$ cat src/rtl/bram_pkg.sv
// Shared types and constants for the block RAM arbiter slice.
package bram_pkg;

  localparam int RAM_ADDR_W = 12;
  localparam int RAM_DATA_W = 32;
  localparam int RAM_MASK_W = 4;

  // Requester index: 0 = instruction fetch, 1 = load/store.
  typedef logic port_id_t;

  // One requester's RAM access, bundled so the grant mux selects it as a unit.
  typedef struct packed {
    logic [RAM_ADDR_W-1:0] addr;
    logic                  wren;
    logic [RAM_DATA_W-1:0] wdata;
    logic [RAM_MASK_W-1:0] wmask;
  } bram_req_t;

  // Convert a one-hot (or zero) two-port grant into a port index.
  function automatic port_id_t grant_to_id(input logic [1:0] grant);
    return grant[1];
  endfunction

endpackage

$ cat src/rtl/rr_arb2.sv
// Two-input grant generator: round-robin, or port 0 wins when fixed is set.
module rr_arb2
  import bram_pkg::*;
(
  input  logic [1:0] req,
  input  port_id_t   last_grant,
  input  logic       fixed,
  output logic [1:0] grant
);

  // Pick one requester; on a conflict favour the port that was not served last.
  always_comb begin
    grant = 2'b00;
    case (req)
      2'b01:   grant = 2'b01;
      2'b10:   grant = 2'b10;
      2'b11: begin
        if (fixed || (last_grant == 1'b1)) grant = 2'b01;
        else                               grant = 2'b10;
      end
      default: grant = 2'b00;
    endcase
  end

endmodule

$ cat src/rtl/bram_arbiter.sv
// Shares one block_ram between instruction fetch (port 0) and load/store (port 1).
//
// Handshake: a request transfers on a cycle where req_valid[i] & req_ready[i]
// are both high. req_ready is combinational, one-hot or zero, and never high
// for a port without req_valid. A requester must hold valid until granted.
// Responses have no backpressure: rsp_valid[i] pulses for exactly one cycle,
// one cycle after the grant, and rsp_data is only meaningful in that cycle.
module bram_arbiter
  import bram_pkg::*;
#(
  parameter int unsigned FIXED_PRIORITY = 0,
  parameter int unsigned CNT_WIDTH      = 16
) (
  input  logic                  clock,
  input  logic                  reset,
  input  logic [1:0]            req_valid,
  input  logic [RAM_ADDR_W-1:0] req_addr0,
  input  logic [RAM_ADDR_W-1:0] req_addr1,
  input  logic                  req_wren0,
  input  logic                  req_wren1,
  input  logic [RAM_DATA_W-1:0] req_wdata0,
  input  logic [RAM_DATA_W-1:0] req_wdata1,
  input  logic [RAM_MASK_W-1:0] req_wmask0,
  input  logic [RAM_MASK_W-1:0] req_wmask1,
  output logic [1:0]            req_ready,
  output logic [1:0]            rsp_valid,
  output logic [RAM_DATA_W-1:0] rsp_data,
  output logic [RAM_ADDR_W-1:0] ram_addr,
  output logic                  ram_cs,
  output logic                  ram_wren,
  output logic [RAM_DATA_W-1:0] ram_wdata,
  output logic [RAM_MASK_W-1:0] ram_wmask,
  input  logic [RAM_DATA_W-1:0] ram_rdata,
  output logic [CNT_WIDTH-1:0]  conflict_count
);

  localparam logic [CNT_WIDTH-1:0] CNT_ONE = CNT_WIDTH'(1);
  localparam logic [CNT_WIDTH-1:0] CNT_MAX = '1;

  bram_req_t  w_req0;
  bram_req_t  w_req1;
  bram_req_t  w_sel;
  logic [1:0] w_grant;
  port_id_t   w_grant_id;
  logic       w_fixed;

  port_id_t             r_last_grant;
  port_id_t             r_rsp_owner;
  logic                 r_rsp_pending;
  logic [CNT_WIDTH-1:0] r_conflict_count;

  assign w_req0     = '{addr: req_addr0, wren: req_wren0, wdata: req_wdata0, wmask: req_wmask0};
  assign w_req1     = '{addr: req_addr1, wren: req_wren1, wdata: req_wdata1, wmask: req_wmask1};
  assign w_fixed    = (FIXED_PRIORITY != 0);
  assign w_grant_id = grant_to_id(w_grant);

  rr_arb2 u_rr_arb2 (
    .req        (req_valid),
    .last_grant (r_last_grant),
    .fixed      (w_fixed),
    .grant      (w_grant)
  );

  // Route the granted port's access to the RAM; an idle cycle drives all zeros.
  always_comb begin
    w_sel = '0;
    if (w_grant[1])      w_sel = w_req1;
    else if (w_grant[0]) w_sel = w_req0;
  end

  assign req_ready = w_grant;
  assign ram_cs    = |w_grant;
  assign ram_addr  = w_sel.addr;
  assign ram_wren  = w_sel.wren;
  assign ram_wdata = w_sel.wdata;
  assign ram_wmask = w_sel.wmask;

  // Remember who was granted: drives fairness and tags the response next cycle.
  always_ff @(posedge clock or posedge reset) begin
    if (reset) begin
      r_rsp_pending <= 1'b0;
      r_rsp_owner   <= 1'b0;
      r_last_grant  <= 1'b1;
    end else begin
      r_rsp_pending <= |w_grant;
      if (|w_grant) begin
        r_last_grant <= w_grant_id;
        r_rsp_owner  <= w_grant_id;
      end
    end
  end

  // Steer the single response pulse to the port that owns it.
  always_comb begin
    rsp_valid = 2'b00;
    if (r_rsp_pending) rsp_valid[r_rsp_owner] = 1'b1;
  end

  // RAM read data is already registered inside block_ram, so pass it straight through.
  assign rsp_data = ram_rdata;

  // Count cycles where both ports want the RAM, holding at all-ones.
  always_ff @(posedge clock or posedge reset) begin
    if (reset) begin
      r_conflict_count <= '0;
    end else if ((req_valid == 2'b11) && (r_conflict_count != CNT_MAX)) begin
      r_conflict_count <= r_conflict_count + CNT_ONE;
    end
  end

  assign conflict_count = r_conflict_count;

endmodule

$ cat config.mk
export PLATFORM = sky130hd
export DESIGN_NAME = bram_arbiter
export DESIGN_NICKNAME = d
export VERILOG_FILES = /design/src/rtl/bram_pkg.sv /design/src/rtl/rr_arb2.sv /design/src/rtl/bram_arbiter.sv
export SDC_FILE = /design/constraint.sdc
export NUM_CORES = 1
export LEC_CHECK = 0
export ABC_AREA = 1
export ABC_CLOCK_PERIOD_IN_PS = 2000
export BUFFER_PORTS_ARGS = -buffer_cell sky130_fd_sc_hd__buf_4
export CAP_MARGIN = 5
export CORE_AREA = 3 3 89 91
export DETAILED_ROUTE_END_ITERATION = 8
export DIE_AREA = 0 0 92 94
export HOLD_SLACK_MARGIN = 0.12
export PLACE_DENSITY = 0.67
export REMOVE_ABC_BUFFERS = 1
export SETUP_SLACK_MARGIN = 0.15
export SLEW_MARGIN = 25
export SYNTH_ARGS = -nofsm -noshare
export SYNTH_HDL_FRONTEND = slang
export SYNTH_SLANG_ARGS = --single-unit
$ cat constraint.sdc
create_clock -name clock -period 2 [get_ports clock]
set_input_delay 0.1 -clock clock [delete_from_list [all_inputs] [get_ports clock]]
set_output_delay 0.1 -clock clock [all_outputs]
set_load 0.1 [all_outputs]
### Word level (Yosys, flattened, before mapping)

Index checks and enable logic that the tools add are counted.
Widths: inputs -> output; s select.

| storage, ports and cells | value |
|---|---|
| bits in registers | 19 |
| word-level logic and storage cells | 21 |

| cells by class | value |
|---|---|
| $add $sub $neg | 1 |
| order comparisons | 2 |
| equality and inequality tests | 4 |
| muxes and demuxes | 7 |
| reductions and logical operators | 3 |

Operators with widths:

| operator | count |
|---|---|
| $mux 49 | 2 |
| $add 16x1->16 const B | 1 |
| $ne 16x16->1 const B | 1 |
| $pmux 2 s3 | 1 |
| $eq 2x2->1 const B | 2 |
| $mux 2 | 2 |
| $eq 2x1->1 const B | 1 |
| $logic_and 1x1->1 | 2 |
| $lt 1x2->1 const B | 1 |
| $reduce_or 2->1 | 1 |
| $demux 1 s1 | 1 |
| $ge 1x1->1 const B | 1 |
| $mux 1 | 1 |

### Depth between registers and ports, before layout

| logic depth | value |
|---|---|
| depth in word-level cells | 5 |
| gate-level depth with buffers | 9 |
| mapped depth without buffers | 9 |

### Modules after synthesis

From an unflattened synthesis, not the netlist that was laid out.

| second synthesis, totals | value |
|---|---|
| cell total of the unflattened synthesis | 361 |
| area total of the unflattened synthesis | 2047.0 um2 |

Modules (own cells, without submodules):

| module | instances | cells each | area an instance (um2) |
|---|---|---|---|
| bram_arbiter | 1 | 348 | 1996.9 |
| rr_arb2 | 1 | 13 | 50.0 |

### Worst setup path before layout

OpenSTA, ideal clock, no wires.

| path | value |
|---|---|
| kind | register to output |
| start point | register r_last_grant |
| end point | output port ram_addr[10] |
| arrival | 2.080 ns |
| data required time | 1.900 ns |
| setup slack | -0.180 ns |
| stages on the path, launching flop included | 5 |
| buffers on the path | 1 |
| cell sequence | dfstp_2 inv_1 a21oi_2 buf_2 a22o_1 |

| between the ends | value |
|---|---|
| word-level cells in the longest chain between the ends | 4 |

RTL lines:

| what | RTL line | RTL |
|---|---|---|
| from (decl) | bram_arbiter.sv:47 | `port_id_t r_last_grant;` |
| from (signal assigned) | bram_arbiter.sv:87 | `r_last_grant <= w_grant_id;` |
| $mux 2 | rr_arb2.sv:18 | `if (fixed \|\| (last_grant == 1'b1)) grant = 2'b01;` |
| $pmux 2 s3 | rr_arb2.sv:14 | `case (req)` |
| named net req_ready[0] | bram_arbiter.sv:25 | `output logic [1:0] req_ready,` |
| $mux 49 | bram_arbiter.sv:68 | `else if (w_grant[0]) w_sel = w_req0;` |
| $mux 49 | bram_arbiter.sv:67 | `if (w_grant[1]) w_sel = w_req1;` |
| to (decl) | bram_arbiter.sv:28 | `output logic [RAM_ADDR_W-1:0] ram_addr,` |

The timed path passes the listed nets, and every way through them passes these cells.

### Worst setup path in the final report

| path | value |
|---|---|
| start point | register r_last_grant |
| end point | output port ram_wdata[26] |

| between the ends | value |
|---|---|
| word-level cells in the longest chain between the ends | 4 |

RTL lines:

| what | RTL line | RTL |
|---|---|---|
| $mux 2 (*) | rr_arb2.sv:18 |  |
| $pmux 2 s3 (*) | rr_arb2.sv:14 |  |
| $mux 49 | bram_arbiter.sv:68 |  |
| $mux 49 (*) | bram_arbiter.sv:67 |  |
| to (decl) | bram_arbiter.sv:31 | `output logic [RAM_DATA_W-1:0] ram_wdata,` |

Mark *: on every way between the ends. The rest lies on a longest branch, timed or not.

==> flow_summary.ini <==
[floorplan]
row_count = 31
core_mm2 = 0.007214
fp.dieH_um = 94
die_area_mm2 = 0.008648
die_w_um = 92
io_pins = 236
start_util_pct = 25.93

[sta]
drv_slew = 0
worstMarginPinSlew_ns = 0.7541
rsz0062_at_grt = yes
hold_viol_final = 0
period_needed_ns = 1.824
fmax_ghz = 0.5483
setup_slack_ns = 0.1761
final.setup.tns_ns = 0
post-route-period-util_pct = 91.19
setup_viol = 0
skew_ns = 0.002637
max-slew-margin-rel_pct = 49.67

[route]
avgViaCountPerCell = 4.789
drtIter0Drc = 78
antenna_left = 0
drcViolationCount = 0
wl_met1_mm = 4.054
wl_per_cell_um = 19.36
finalWirelength_mm = 9.563
highest_layer = met4
route.met3.wl_mm = 1.276
wl_met2_mm = 4.182
via_count = 2366
dr.pass1.iters = 5

[synth]
synth_largest_area_cell = dfrtp_1
ys_seq_area_share_pct = 25.48
ys_warn_count = 0
syn_area_mm2 = 0.001871
synth_top_cell_area_share_pct = 24.08
yosys_register_bits = 19
synthCells = 254
yosysUniqueCellTypes = 26
avgSynthCellArea_um2 = 7.364
synthTopCellsByArea = dfrtp_1, a22o_1, buf_4, nand2_1, inv_1

[clock_tree]
cts_buffer_depth = 2
clk_latency_ns = 0.26
cts_made_buffers = 3
clock_sinks = 19
cts_tree = yes
path_clk_slew_ns = 0.07
htreeDepth = 1
root_buffer = clkbuf_8

[critical_path]
critical_path_arrival_ns = 1.72
crit_type = register to primary output
required_ns = 1.90
critPathSlowestCell = dfstp_2
critPathMaxStageDelay_ns = 0.53
crit_chain = inv_1, a21oi_4, buf_12, buf_12, a22o_1, buf_6
crit_fanout = 21
worstRegToRegCells = 8
critPathLaunchType = register
crit_path_end_kind = primary output
cp_common_cell = buf_12

[power_and_ir_drop]
leakage_uw = 0.001758
fin_total_pwr_uw = 2739
ir_worst_vdd_mv = 0.3967
power_density_mw_per_mm2 = 801.6

[placement]
hpwl_mm = 7.513
dp_slack_ns = 0.1671
io_buffers = 171
place.gp.congestion = 0.8490

[grt]
grt_use_total_pct = 19.36
grt_max_degree = 51
grt_first_pass_wirelength_mm = 13.01
grt-ovfl-total = 0
antenna_found_initial = 0
grt_pass1_vias = 2204

[run_status]
status = finished clean

[cells_and_area]
antenna_cells = 0
area_growth_pct = 82.68
layout_commonest_cell = buf_4
nNetsFinal = 531
drive_gt1_share_pct = 50.63
fin_util_pct = 47.36
final_cell_mix = buf_4, nand2_1, a22o_1, buf_6, inv_1

[worst_hold_path]
hp-class = primary input to register
min_path_cells = 2

[run]
cap_violations = 0
-- report_power, final --
part	switching [µW]	internal, µW
registers	78.7	437
clock network	137	142
logic	1400	545
total	1620	1120
-- registers in the layout, summed over array words and instances (netlist names) --
register / flops
conflict_count: 16
r_last_grant: 1
r_rsp_owner: 1
r_rsp_pending: 1
-- worst max-delay path, delay by kind of cell (launching register included) --
| kind | cells | cell delay (ns) |
|---|---|---|
| buffers and inverters | 4 | 0.59 |
| DFF | 1 | 0.53 |
| AOI/OAI and AO/OA | 2 | 0.33 |
-- metrics by stage --
stage	area, µm²	hold slack [ns]	instances
after floorplan	1569	0.05039	211
after global placement	3004	0.2026	482
after detailed placement	3004	0.2026	482
after CTS	3118	0.1262	489
after global routing	3417	0.1366	494
final	3417	0.1324	494
-- repair_timing --
| item | in CTS | in global routing |
|---|---|---|
| pin swaps | 1 | 1 |
| endpoints found under the hold margin | 19 | 0 |
| hold buffers | 2 | 0 |
| cloned | 0 | 3 |
| setup endpoints to repair | 51 | 58 |
| resized for setup | 10 | 58 |
| buffers inserted | 1 | 2 |
-- logic make-up after synthesis --
group / share of synthesized area (%)
simple gates: 25.49
buf+inv: 20.74
flops: 25.49
compound gates: 25.75
xor+xnor: 1.873
fa+ha+maj: 0.6688
-- worst paths after layout --
path,end,from,slack (ns)
max,ram_wdata[26],r_last_grant,0.18
min,r_rsp_pending,req_valid[1],0.13
max reg2reg,conflict_count[9],conflict_count[0],0.33
min reg2reg,conflict_count[10],conflict_count[10],0.54
max in group asynchronous,conflict_count[8],reset,1.00
min in group asynchronous,conflict_count[3],reset,0.53
-- layer usage --
metal	track usage (%)	vias to the layer above
met4	3.465	0
met1	26.04	1097
met2	26.46	148
met3	11.14	6
met5	5.128	-
li1	-	1115
-- final cells by class --
type | count | area (µm²)
fill | 714 | 3797
timing repair buffer | 180 | 1647
multi-input combinational | 169 | 1033
sequential | 19 | 476.7
tap | 99 | 123.9
inverter | 23 | 91.34
clock buffer | 4 | 45.04
-- cell usage after synthesis --
cell type	number
a22o_1	49
nand3_1	9
xor2_1	2
dfstp_2	1
nor2_2	6
and2_1	1
o21ai_0	3
nand2_2	3
nor2_1	14
buf_2	10
xnor2_1	2
nand4_1	5
nor2_4	2
inv_1	22
buf_6	1
o21ai_1	4
or2_2	1
dfrtp_1	18
inv_2	1
nand3b_1	1
a21oi_2	1
buf_4	32
a31o_2	1
ha_1	1
nand2_1	63
nand4_2	1
Power figures use the tool's default switching activity.
